File: src/rtl/hbram_arb_pkg.sv
// HyperRAM command arbiter: shared types and constants.
// Optional urgent-bypass build: HBRAM_ARB_URGENT_EN.
package hbram_arb_pkg;

  typedef enum logic [2:0] {
    S_IDLE,
    S_ISSUE,
    S_WAIT_BUSY,
    S_WAIT_IDLE,
    S_DONE
  } arb_state_e;

  localparam int unsigned HW_PER_BEAT = 2;

  function automatic bit is_pow2(input int unsigned v);
    return (v >= 2) && ((v & (v - 1)) == 0);
  endfunction

endpackage

File: src/rtl/hbram_cmd_arbiter_if.sv
// Command channels plus HyperRAM native control port.
// ch_urgent exists only with HBRAM_ARB_URGENT_EN.
interface hbram_cmd_arbiter_if #(
  parameter int CH_NUM     = 4,
  parameter int ADDR_WIDTH = 32,
  parameter int LEN_WIDTH  = 11
);
  logic [CH_NUM-1:0]            ch_req;
  logic [CH_NUM-1:0]            ch_rw;
  logic [CH_NUM*ADDR_WIDTH-1:0] ch_addr;
  logic [CH_NUM*LEN_WIDTH-1:0]  ch_len;
  logic [CH_NUM-1:0]            ch_ack;
  logic [CH_NUM-1:0]            ch_grant;
  logic [CH_NUM-1:0]            ch_done;
`ifdef HBRAM_ARB_URGENT_EN
  logic [CH_NUM-1:0]            ch_urgent;
`endif
  logic                         hbc_cal_pass;
  logic                         ctrl_idle;
  logic                         ram_en;
  logic                         rw_ctrl;
  logic [ADDR_WIDTH-1:0]        ram_addr;
  logic [LEN_WIDTH-1:0]         ram_burst_len;
  logic                         arb_busy;

  modport slave (
`ifdef HBRAM_ARB_URGENT_EN
    input  ch_urgent,
`endif
    input  ch_req, ch_rw, ch_addr, ch_len,
    input  hbc_cal_pass, ctrl_idle,
    output ch_ack, ch_grant, ch_done,
    output ram_en, rw_ctrl, ram_addr,
    output ram_burst_len, arb_busy
  );

  modport master (
`ifdef HBRAM_ARB_URGENT_EN
    output ch_urgent,
`endif
    output ch_req, ch_rw, ch_addr, ch_len,
    output hbc_cal_pass, ctrl_idle,
    input  ch_ack, ch_grant, ch_done,
    input  ram_en, rw_ctrl, ram_addr,
    input  ram_burst_len, arb_busy
  );
endinterface

File: src/rtl/hbram_rr_arbiter.sv
// One-hot round-robin pick: first requester after ptr wins.
module hbram_rr_arbiter #(
  parameter int N  = 4,
  parameter int PW = $clog2(N)
) (
  input  logic [N-1:0]  req,
  input  logic [PW-1:0] ptr,
  output logic [N-1:0]  gnt
);
  logic [PW-1:0] idx;

  // Walk from farthest to nearest so the nearest requester lands last.
  always_comb begin
    gnt = '0;
    idx = '0;
    for (int k = N; k >= 1; k--) begin
      idx = PW'((int'(ptr) + k) % N);
      if (req[idx]) gnt = N'(1) << idx;
    end
  end
endmodule

File: src/rtl/hbram_cmd_arbiter.sv
// Round-robin command front-end splitting bursts at MAX_BURST/BOUNDARY.
// Optional urgent-bypass build: HBRAM_ARB_URGENT_EN.
module hbram_cmd_arbiter
  import hbram_arb_pkg::*;
#(
  parameter int CH_NUM     = 4,
  parameter int ADDR_WIDTH = 32,
  parameter int LEN_WIDTH  = 11,
  parameter int MAX_BURST  = 128,
  parameter int BOUNDARY   = 1024
) (
  input logic                ram_clock,
  input logic                ram_reset_n,
  hbram_cmd_arbiter_if.slave bus
);
  localparam int PW = $clog2(CH_NUM);
  localparam int BW = $clog2(BOUNDARY) + 1;

  if (!is_pow2(BOUNDARY)) begin : g_bad_boundary
    $error("BOUNDARY must be a power of two >= 2");
  end

  arb_state_e            state_q, state_d;
  logic [PW-1:0]         ptr_q, ptr_d;
  logic [PW-1:0]         gidx_q, gidx_d;
  logic [CH_NUM-1:0]     grant_q, grant_d;
  logic [CH_NUM-1:0]     ack_q, ack_d;
  logic                  rw_q, rw_d;
  logic [ADDR_WIDTH-1:0] addr_q, addr_d;
  logic [LEN_WIDTH-1:0]  rem_q, rem_d;
  logic                  ram_en_q, ram_en_d;
  logic                  ram_rw_q, ram_rw_d;
  logic [ADDR_WIDTH-1:0] ram_addr_q, ram_addr_d;
  logic [LEN_WIDTH-1:0]  ram_len_q, ram_len_d;

  logic [CH_NUM-1:0]     rr_oh;
  logic [CH_NUM-1:0]     pick_oh;
  logic [PW-1:0]         pick_idx;
  logic [ADDR_WIDTH-1:0] cmd_addr;
  logic [LEN_WIDTH-1:0]  cmd_len;
  logic [BW-1:0]         off;
  logic [BW-1:0]         bnd_beats;
  logic [31:0]           sub32;
  logic [LEN_WIDTH-1:0]  sub;

  hbram_rr_arbiter #(.N(CH_NUM), .PW(PW)) u_rr (
    .req (bus.ch_req),
    .ptr (ptr_q),
    .gnt (rr_oh)
  );

  always_comb begin
    pick_oh = rr_oh;
`ifdef HBRAM_ARB_URGENT_EN
    for (int i = CH_NUM - 1; i >= 0; i--) begin
      if (bus.ch_req[i] && bus.ch_urgent[i])
        pick_oh = CH_NUM'(1) << i;
    end
`endif
    pick_idx = '0;
    for (int i = 0; i < CH_NUM; i++) begin
      if (pick_oh[i]) pick_idx = PW'(i);
    end
    cmd_addr = bus.ch_addr[pick_idx*ADDR_WIDTH +: ADDR_WIDTH];
    cmd_len  = bus.ch_len[pick_idx*LEN_WIDTH +: LEN_WIDTH];
  end

  // Sub-burst size comes only from registered state.
  always_comb begin
    off       = {1'b0, addr_q[BW-2:0]};
    bnd_beats = (BW'(BOUNDARY) - off) / BW'(HW_PER_BEAT);
    sub32     = 32'(rem_q);
    if (32'(MAX_BURST) < sub32) sub32 = 32'(MAX_BURST);
    if (32'(bnd_beats) < sub32) sub32 = 32'(bnd_beats);
    sub       = LEN_WIDTH'(sub32);
  end

  always_comb begin
    state_d    = state_q;
    ptr_d      = ptr_q;
    gidx_d     = gidx_q;
    grant_d    = grant_q;
    ack_d      = '0;
    rw_d       = rw_q;
    addr_d     = addr_q;
    rem_d      = rem_q;
    ram_en_d   = 1'b0;
    ram_rw_d   = ram_rw_q;
    ram_addr_d = ram_addr_q;
    ram_len_d  = ram_len_q;
    unique case (state_q)
      S_IDLE: begin
        if (bus.hbc_cal_pass && bus.ctrl_idle &&
            (|bus.ch_req)) begin
          ack_d   = pick_oh;
          grant_d = pick_oh;
          gidx_d  = pick_idx;
          rw_d    = bus.ch_rw[pick_idx];
          addr_d  = {cmd_addr[ADDR_WIDTH-1:1], 1'b0};
          rem_d   = cmd_len;
          state_d = (cmd_len != '0) ? S_ISSUE : S_DONE;
        end
      end
      S_ISSUE: begin
        ram_en_d   = 1'b1;
        ram_rw_d   = rw_q;
        ram_addr_d = addr_q;
        ram_len_d  = sub;
        rem_d      = rem_q - sub;
        addr_d     = addr_q + ADDR_WIDTH'(sub32 * HW_PER_BEAT);
        state_d    = S_WAIT_BUSY;
      end
      S_WAIT_BUSY: begin
        if (!bus.ctrl_idle) state_d = S_WAIT_IDLE;
      end
      S_WAIT_IDLE: begin
        if (bus.ctrl_idle)
          state_d = (rem_q != '0) ? S_ISSUE : S_DONE;
      end
      S_DONE: begin
        grant_d = '0;
        ptr_d   = gidx_q;
        state_d = S_IDLE;
      end
      default: state_d = S_IDLE;
    endcase
  end

  always_ff @(posedge ram_clock or negedge ram_reset_n) begin
    if (!ram_reset_n) begin
      state_q    <= S_IDLE;
      ptr_q      <= PW'(CH_NUM - 1);
      gidx_q     <= '0;
      grant_q    <= '0;
      ack_q      <= '0;
      rw_q       <= 1'b0;
      addr_q     <= '0;
      rem_q      <= '0;
      ram_en_q   <= 1'b0;
      ram_rw_q   <= 1'b0;
      ram_addr_q <= '0;
      ram_len_q  <= '0;
    end else begin
      state_q    <= state_d;
      ptr_q      <= ptr_d;
      gidx_q     <= gidx_d;
      grant_q    <= grant_d;
      ack_q      <= ack_d;
      rw_q       <= rw_d;
      addr_q     <= addr_d;
      rem_q      <= rem_d;
      ram_en_q   <= ram_en_d;
      ram_rw_q   <= ram_rw_d;
      ram_addr_q <= ram_addr_d;
      ram_len_q  <= ram_len_d;
    end
  end

  assign bus.ch_ack        = ack_q;
  assign bus.ch_grant      = grant_q;
  assign bus.ch_done       = (state_q == S_DONE) ? grant_q : '0;
  assign bus.ram_en        = ram_en_q;
  assign bus.rw_ctrl       = ram_rw_q;
  assign bus.ram_addr      = ram_addr_q;
  assign bus.ram_burst_len = ram_len_q;
  assign bus.arb_busy      = (state_q != S_IDLE);
endmodule
File: src/flat_wrapper.sv
// flat-port wrapper written by rule: the top's interface ports become plain ports
module hbram_cmd_arbiter_flat import hbram_arb_pkg::*;
#(
  parameter int CH_NUM     = 4,
  parameter int ADDR_WIDTH = 32,
  parameter int LEN_WIDTH  = 11,
  parameter int MAX_BURST  = 128,
  parameter int BOUNDARY   = 1024
)
  (ram_clock, ram_reset_n, bus_ch_req, bus_ch_rw, bus_ch_addr, bus_ch_len, bus_hbc_cal_pass, bus_ctrl_idle, bus_ch_ack, bus_ch_grant, bus_ch_done, bus_ram_en, bus_rw_ctrl, bus_ram_addr, bus_ram_burst_len, bus_arb_busy);
  hbram_cmd_arbiter_if #(.CH_NUM(CH_NUM), .ADDR_WIDTH(ADDR_WIDTH), .LEN_WIDTH(LEN_WIDTH)) bus_i ();
  input logic ram_clock;
  input logic ram_reset_n;
  input wire logic [$bits(bus_i.ch_req)-1:0] bus_ch_req;
  input wire logic [$bits(bus_i.ch_rw)-1:0] bus_ch_rw;
  input wire logic [$bits(bus_i.ch_addr)-1:0] bus_ch_addr;
  input wire logic [$bits(bus_i.ch_len)-1:0] bus_ch_len;
  input wire logic [$bits(bus_i.hbc_cal_pass)-1:0] bus_hbc_cal_pass;
  input wire logic [$bits(bus_i.ctrl_idle)-1:0] bus_ctrl_idle;
  output wire logic [$bits(bus_i.ch_ack)-1:0] bus_ch_ack;
  output wire logic [$bits(bus_i.ch_grant)-1:0] bus_ch_grant;
  output wire logic [$bits(bus_i.ch_done)-1:0] bus_ch_done;
  output wire logic [$bits(bus_i.ram_en)-1:0] bus_ram_en;
  output wire logic [$bits(bus_i.rw_ctrl)-1:0] bus_rw_ctrl;
  output wire logic [$bits(bus_i.ram_addr)-1:0] bus_ram_addr;
  output wire logic [$bits(bus_i.ram_burst_len)-1:0] bus_ram_burst_len;
  output wire logic [$bits(bus_i.arb_busy)-1:0] bus_arb_busy;
  assign bus_i.ch_req = bus_ch_req;
  assign bus_i.ch_rw = bus_ch_rw;
  assign bus_i.ch_addr = bus_ch_addr;
  assign bus_i.ch_len = bus_ch_len;
  assign bus_i.hbc_cal_pass = bus_hbc_cal_pass;
  assign bus_i.ctrl_idle = bus_ctrl_idle;
  assign bus_ch_ack = bus_i.ch_ack;
  assign bus_ch_grant = bus_i.ch_grant;
  assign bus_ch_done = bus_i.ch_done;
  assign bus_ram_en = bus_i.ram_en;
  assign bus_rw_ctrl = bus_i.rw_ctrl;
  assign bus_ram_addr = bus_i.ram_addr;
  assign bus_ram_burst_len = bus_i.ram_burst_len;
  assign bus_arb_busy = bus_i.arb_busy;
  hbram_cmd_arbiter #(.CH_NUM(CH_NUM), .ADDR_WIDTH(ADDR_WIDTH), .LEN_WIDTH(LEN_WIDTH), .MAX_BURST(MAX_BURST), .BOUNDARY(BOUNDARY)) u_core (.ram_clock(ram_clock), .ram_reset_n(ram_reset_n), .bus(bus_i));
endmodule
File: config.mk
export PLATFORM = sky130hd
export DESIGN_NAME = hbram_cmd_arbiter_flat
export DESIGN_NICKNAME = d
export VERILOG_FILES = /design/src/rtl/hbram_arb_pkg.sv /design/src/rtl/hbram_cmd_arbiter_if.sv /design/src/rtl/hbram_rr_arbiter.sv /design/src/rtl/hbram_cmd_arbiter.sv /design/src/flat_wrapper.sv
export SDC_FILE = /design/constraint.sdc
export NUM_CORES = 1
export LEC_CHECK = 0
export BUFFER_PORTS_ARGS = -buffer_cell sky130_fd_sc_hd__buf_2
export CELL_PAD_IN_SITES_DETAIL_PLACEMENT = 1
export CELL_PAD_IN_SITES_GLOBAL_PLACEMENT = 2
export CORE_ASPECT_RATIO = 1.2
export CORE_MARGIN = 5
export CORE_UTILIZATION = 31
export DETAILED_ROUTE_END_ITERATION = 10
export GPL_TIMING_DRIVEN = 1
export HOLD_SLACK_MARGIN = 0.08
export PLACE_DENSITY = 0.95
export SETUP_SLACK_MARGIN = 0.5
export SYNTH_ARGS = -nofsm -noshare
export SYNTH_HDL_FRONTEND = slang
export SYNTH_SLANG_ARGS = --single-unit
File: constraint.sdc
create_clock -name ram_clock -period 10.65 [get_ports ram_clock]
set_input_delay 2.13 -clock ram_clock [delete_from_list [all_inputs] [get_ports ram_clock]]
set_output_delay 2.13 -clock ram_clock [all_outputs]
set_load 0.02 [all_outputs]
---- After elaboration in Yosys (flattened, before gate mapping) ----
Index checks and enable logic that the tools add are counted.
storage, ports and cells
  logic and storage cells ................. 88
  bits in registers ....................... 104
  output and inout bits ................... 58
cells by class
  $lt $le $gt $ge ......................... 7
  equality and inequality tests ........... 7
  shifts and indexed selects .............. 6
  multiply operators ...................... 1
  mux-type cells .......................... 35
  reductions and logical operators ........ 13
  add/sub/neg operators ................... 7
operator list
  cell                                                                  count
  128-bit by 8-bit indexed part select with 32-bit output               1
  32-bit one-hot mux with 2 select lines                                1
  44-bit by 7-bit indexed part select with 11-bit output                1
  11-bit 2-to-1 mux                                                     3
  32-bit by 12-bit adder with 32-bit output                             1
  32-bit 2-to-1 mux                                                     1
  4-bit 2-to-1 mux                                                      8
  11-bit one-hot mux with 2 select lines                                1
  11-bit nonzero test                                                   2
  1-bit by 2-bit left shift with 4-bit output, first input constant     4
  2-bit by 3-bit < comparator with 1-bit output, second input constant  5
  3-bit 2-to-1 mux                                                      5
  3-bit one-hot mux with 4 select lines                                 1
  10-bit by 11-bit < comparator with 1-bit output                       1
  8-bit by 11-bit < comparator with 1-bit output, first input constant  1
  11-bit by 10-bit subtractor with 11-bit output, first input constant  1
  11-bit subtractor                                                     1
  1-bit binary-select mux with 2-bit select                             5
  4-bit one-hot mux with 2 select lines                                 1
  1-bit 2-to-1 mux                                                      7
  3-bit by 2-bit == test with 1-bit output, second input constant       2
  2-bit by 4-bit multiplier with 6-bit output, second input constant    1
  2-bit AND reduction                                                   3
  2-bit by 1-bit adder with 2-bit output, second input constant         2
  other kinds (12)                                                      17

---- Longest topological paths before layout ----
  depth after elaboration ................. 16
  depth in mapped cells ................... 24

---- Hierarchy ----
From an unflattened synthesis, not the netlist that was laid out.
unflattened totals
  cell total of the unflattened synthesis .. 980
  area total of the unflattened synthesis .. 8002.7 sq um
modules (own cells, without submodules)
  module             cells an instance  area an instance (sq um)  sequential area each (sq um)  instances
  hbram_cmd_arbiter  935                7602.3                    2555.0                        1
  hbram_rr_arbiter   45                 400.4                     0.0                           1

---- Least setup slack after synthesis ----
Ideal clock, no wire load.
  path kind ............................... reg-to-reg
  start point ............................. register u_core.rem_q[10]
  end point ............................... register u_core.addr_q[28]
  required time ........................... 10.560 ns
  stages on the path, launching flop included .. 23
  setup time .............................. 0.090 ns
  slack ................................... 5.536 ns
  clock period less this slack ............ 5.114 ns
  arrival ................................. 5.024 ns
  buffers on the path ..................... 2
  cells stage by stage .................... dfrtp_1 -> nor4_1 -> nand2_1 -> ha_1 -> o21a_1 -> o21ai_0 -> nand2b_1 -> a2111oi_0 -> o31ai_1 -> buf_1 -> mux2_2 -> inv_1 -> ha_1 -> a21o_1 -> a21oi_1 -> o21bai_1 -> a21o_1 -> a31oi_1 -> o21a_1 -> clkbuf_1 -> nor2_1 -> a211o_1 -> o221ai_1
between the ends
  word-level cells in the longest chain between the ends .. 6
RTL lines
  what                                             RTL line                  RTL
  from (decl)                                      hbram_cmd_arbiter.sv:30   logic [LEN_WIDTH-1:0] rem_q, rem_d;
  from (signal assigned)                           hbram_cmd_arbiter.sv:151  rem_q <= rem_d;
  8-bit by 11-bit < comparator with 1-bit output   hbram_cmd_arbiter.sv:73   if (32'(MAX_BURST) < sub32) sub32 = 32'(MAX_BURST);
  11-bit 2-to-1 mux *                              hbram_cmd_arbiter.sv:73
  10-bit by 11-bit < comparator with 1-bit output  hbram_cmd_arbiter.sv:74   if (32'(bnd_beats) < sub32) sub32 = 32'(bnd_beats);
  11-bit 2-to-1 mux *                              hbram_cmd_arbiter.sv:74
  named net u_core.sub32[1]                        hbram_cmd_arbiter.sv:43   logic [31:0] sub32;
  32-bit by 12-bit adder with 32-bit output *      hbram_cmd_arbiter.sv:110  addr_d = addr_q + ADDR_WIDTH'(sub32 * HW_PER_BEAT);
  32-bit one-hot mux with 2 select lines *         hbram_cmd_arbiter.sv:91   unique case (state_q)
  to (signal assigned)                             hbram_cmd_arbiter.sv:150  addr_q <= addr_d;
  to (decl)                                        hbram_cmd_arbiter.sv:29   logic [ADDR_WIDTH-1:0] addr_q, addr_d;
The timed path passes the listed nets; every way through them passes the cells marked *.
A chain may end at the register's enable or synchronous reset.

---- Final worst setup path ----
  start point ............................. input bus_ch_req[1]
  end point ............................... register u_core.state_q[2]
between the ends
  word-level cells in the longest chain between the ends .. 15
RTL lines
  what                                                    RTL line                  RTL
  from (decl)                                             flat_wrapper.sv:14        input wire logic [$bits(bus_i.ch_req)-1:0] bus_ch_req;
  1-bit binary-select mux with 2-bit select               hbram_rr_arbiter.sv:18    if (req[idx]) gnt = N'(1) << idx;
  1-bit 2-to-1 mux (implied by the code)                  hbram_rr_arbiter.sv:18
  4-bit 2-to-1 mux (4 in a row)                           hbram_rr_arbiter.sv:18
  1-bit 2-to-1 mux                                        hbram_cmd_arbiter.sv:62   if (pick_oh[i]) pick_idx = PW'(i);
  2-bit 2-to-1 mux (2 in a row)                           hbram_cmd_arbiter.sv:62
  2-bit by 4-bit multiplier with 6-bit output             hbram_cmd_arbiter.sv:65   cmd_len = bus.ch_len[pick_idx*LEN_WIDTH +: LEN_WIDTH];
  44-bit by 7-bit indexed part select with 11-bit output  hbram_cmd_arbiter.sv:65
  11-bit nonzero test                                     hbram_cmd_arbiter.sv:101  state_d = (cmd_len != '0) ? S_ISSUE : S_DONE;
  3-bit 2-to-1 mux                                        hbram_cmd_arbiter.sv:101
  3-bit 2-to-1 mux                                        hbram_cmd_arbiter.sv:93   if (bus.hbc_cal_pass && bus.ctrl_idle &&
  3-bit one-hot mux with 4 select lines                   hbram_cmd_arbiter.sv:91
  to (signal assigned)                                    hbram_cmd_arbiter.sv:144  state_q <= state_d;
  to (decl)                                               hbram_cmd_arbiter.sv:23   arb_state_e state_q, state_d;
Several ways; a longest one is shown, not always the timed one. The select of a mux whose other input is x is not followed.

==> qor.yml <==
drt:
  route.antenna.remaining_nets: 0
  wl_per_cell_um: 18.72
  routed-via-count: 7318
  detail_route.vias_per_cell: 5.318
  first_pass_iters: 4
  drt-initial-drc-count: 311
  detail_route.drc_violations: 0
  route.final.wire_length_um: 25770
synthesis:
  synth_seq_cells: 102
  most_instantiated_flip_flop_cell_in_the_synthesis_netlist: "dfrtp_1"
  synth_area_in_simple_gates: 0.1805
  yosysMostFrequentCell: "nand2_1"
  yosys.area_share.adder: 0.07165
  post_synth_xor_area_fraction: 0.03043
  syn-instance-count: 853
  top_cells_by_area_in_the_synthesized_netlist: "dfrtp_1, nand2_1, ha_1"
  netlist_top_cells_count: "nand2_1, dfrtp_1, a21oi_1"
  synth.yosys.warnings: 0
  portion_of_netlist_area_occupied_by_mux_cells: 0.07600
  synth.avg_cell_area_um2: 8.434
  synth_edf_count: 0
  synth.cell_area_um2: 7194
  synth_top_area_frac: 0.3478
  largest_family_of_logic_cells_by_synthesized_area: "compound AO/OA/AOI/OAI gates"
  synth_compound_area_frac: 0.2332
  yosys.area.top_type: "dfrtp_1"
  yosysUniqueCellTypes: 60
  synthArstFlopShare: 1.000
  synth-seq-area-share: 0.3551
die:
  io_pins: 242
  initial_util: 0.3121
  die_area_um2: 26370
  core_um2: 23050
  num_rows: 61
  chipHeight_um: 176.9
  chipWidth_um: 149.1
clock_network:
  cts_made_buffers: 9
  worstSkewPairLatency_ns: 0.35
  post-cts-setup-buffers: 0
  cts_buffer_depth: 2
  post_cts_resize_count: 0
  worst_setup_hold_path_clk_slew_ns: 0.08
  root_buffer_cell: "clkbuf_16"
  cts_sinks: 102
  cts_hold_repair.buffers: 0
  cts_tree: "done"
  htree_levels: 3
setup_path:
  r2r-start: "u_core.addr_q[4]"
  rr_endpoint: "u_core.addr_q[21]"
  crit_path_start_kind: "primary input"
  r2r.worst_path.cells: 21
  worstPathRequired_ns: 10.93
  crit_path_max_fanout: 28
  timing.setup.critical_path_class: "in2reg"
  cp-end-kind: "flop"
  rrSetupSlack_ns: 5.02
  crit_arrival_ns: 6.03
sta:
  maxSlewHeadroom: 0.3668
  finalHoldViolations: 0
  finalSetupTns_ns: 0
  layout_min_cycle_time_ns: 5.753
  clock-skew-final_ns: 0.01083
  max_clk_rate_mhz: 173.8
  finalMaxSlewViolations: 0
  rsz_0062_raised_after_global_routing: "no"
  finalCritPeriodShare: 0.5402
  setup_viol_count_final: 0
  tightestPinTransition_ns: 0.9498
global_routing:
  grt_antenna_before_repair: 2
  grt_pass1_vias: 7707
  globalRouteOverflowTotal: 0
  grt_pass1_wl_um: 40590
  grt_start_max_net_pins: 92
  global_route.usage.total: 0.1918
final_layout:
  syn2layout_area_growth_pct: 24.07
  antenna_cells: 0
  nFillCells: 2870
  fin_nets: 1280
  drive_above_1_share: 0.2648
hold_path:
  hold_path_depth: 2
  holdPathEnd: "u_core.bus.ram_addr[15]"
  hp-start: "u_core.bus.ram_addr[15]"
  worst_hold_path_type: "reg2reg"
job:
  drv_cap: 0
power_and_ir_drop:
  p_leak_nw: 4.412
  power_density_nw_per_um2: 302.0
  power_consumption_mw: 2.696
  peakVddDrop_mv: 0.1047
status:
  status: "completed"
placed_design:
  gp_routability_congestion: 0.8561
  detailed_place_hpwl_um: 19730
  placement.io_buffers: 236
==> per-layer routing <==
metal	vias up	track usage	wire length, um
met5	-	0	27
met4	4	0.04121	347
met3	24	0.03868	1521
met2	212	0.3420	12880
met1	3592	0.2395	10990
li1	3486	-	-
==> stage by stage <==
stage / utilization / hold slack (ns) / cells / cell area (um2) / setup slack [ns]
after floorplan: - / 0.4386 / 855 / 7202 / 5.536
after global placement: 0.3744 / 0.4533 / 1360 / 8631 / 4.624
after detailed placement: 0.3744 / 0.4577 / 1360 / 8631 / 4.516
after CTS: 0.3873 / 0.4755 / 1376 / 8926 / 4.882
after global routing: 0.3873 / 0.4975 / 1376 / 8926 / 4.629
final: 0.3873 / 0.4706 / 1376 / 8926 / 4.897
==> how the worst max path moves through the flow <==
stage / startpoint / endpoint / slack, ns / depth (start not counted)
after floorplan: u_core.rem_q[10] / u_core.addr_q[28] / 5.54 / 22
after global placement: bus_ch_req[0] / u_core.state_q[2] / 4.62 / 11
after detailed placement: bus_ch_req[1] / u_core.state_q[2] / 4.52 / 11
after CTS: bus_ch_req[1] / u_core.state_q[2] / 4.88 / 11
after global routing: bus_ch_req[1] / u_core.state_q[2] / 4.63 / 11
final: bus_ch_req[1] / u_core.state_q[2] / 4.90 / 11
==> where the power goes <==
| part | switching (mW) | total [mW] | leakage, nW | internal, mW |
|---|---|---|---|---|
| Combinational | 0.982 | 1.65 | 3.02 | 0.673 |
| Sequential | 0.156 | 0.712 | 1.25 | 0.556 |
| Clock | 0.165 | 0.329 | 0.140 | 0.164 |
==> flip-flops by register name, summed over array words and instances, names as in the netlist <==
name                      flops
u_core.bus.rw_ctrl            1
u_core.rw_q                   1
u_core.bus.ram_burst_len     11
u_core.gidx_q                 2
u_core.rem_q                 11
u_core.bus.ch_grant           4
u_core.ptr_q                  2
u_core.bus.ram_addr          31
u_core.bus.ram_en             1
u_core.addr_q                31
u_core.bus.ch_ack             4
u_core.state_q                3
==> kinds of logic after synthesis <==
| kind of cell | after synthesis |
|---|---|
| compound gates | 255 |
| xor+xnor | 25 |
| fa+ha+maj | 40 |
| buf+inv | 91 |
| flops | 102 |
| mux | 49 |
| other cells | 2 |
| simple gates | 289 |
==> cell type report <==
class                      count  area, um2  share of cell area
clock buffer                   9      225.2             0.02523
inverter                      36      135.1             0.01514
tap                          315      394.1             0.04415
multi-input combinational    662       4295              0.4812
timing repair buffer         245       1251              0.1402
sequential                   102       2555              0.2862
clock inverter                 7      70.07            0.007850
==> critical path, stage by stage <==
cell and delay [ns]:
buf_2 0.12, mux4_2 0.57, a21oi_1 0.20, a221o_1 0.48, nand2_2 0.37, buf_4 0.41
a221oi_1 0.46, o311ai_1 0.14, or4_1 0.48, or4_1 0.52, a21oi_1 0.14
==> placed cells by master, fill, tap and decap left out, types with 6 or more instances in the layout <==
cell type / count
buf_2: 235
a22oi_1: 8
o21ai_0: 50
dfrtp_1: 100
and2_1: 8
o31ai_1: 6
nand3_1: 14
xnor2_1: 19
a21o_1: 12
a221o_1: 8
nand2_1: 139
nand2b_1: 7
and3_1: 16
xor2_1: 6
inv_1: 35
buf_4: 10
nor3_1: 17
a211oi_1: 54
a221oi_1: 7
clkbuf_16: 9
nor2_1: 57
ha_1: 38
mux2i_1: 40
a21oi_1: 68
Power figures use the tool's default switching activity.
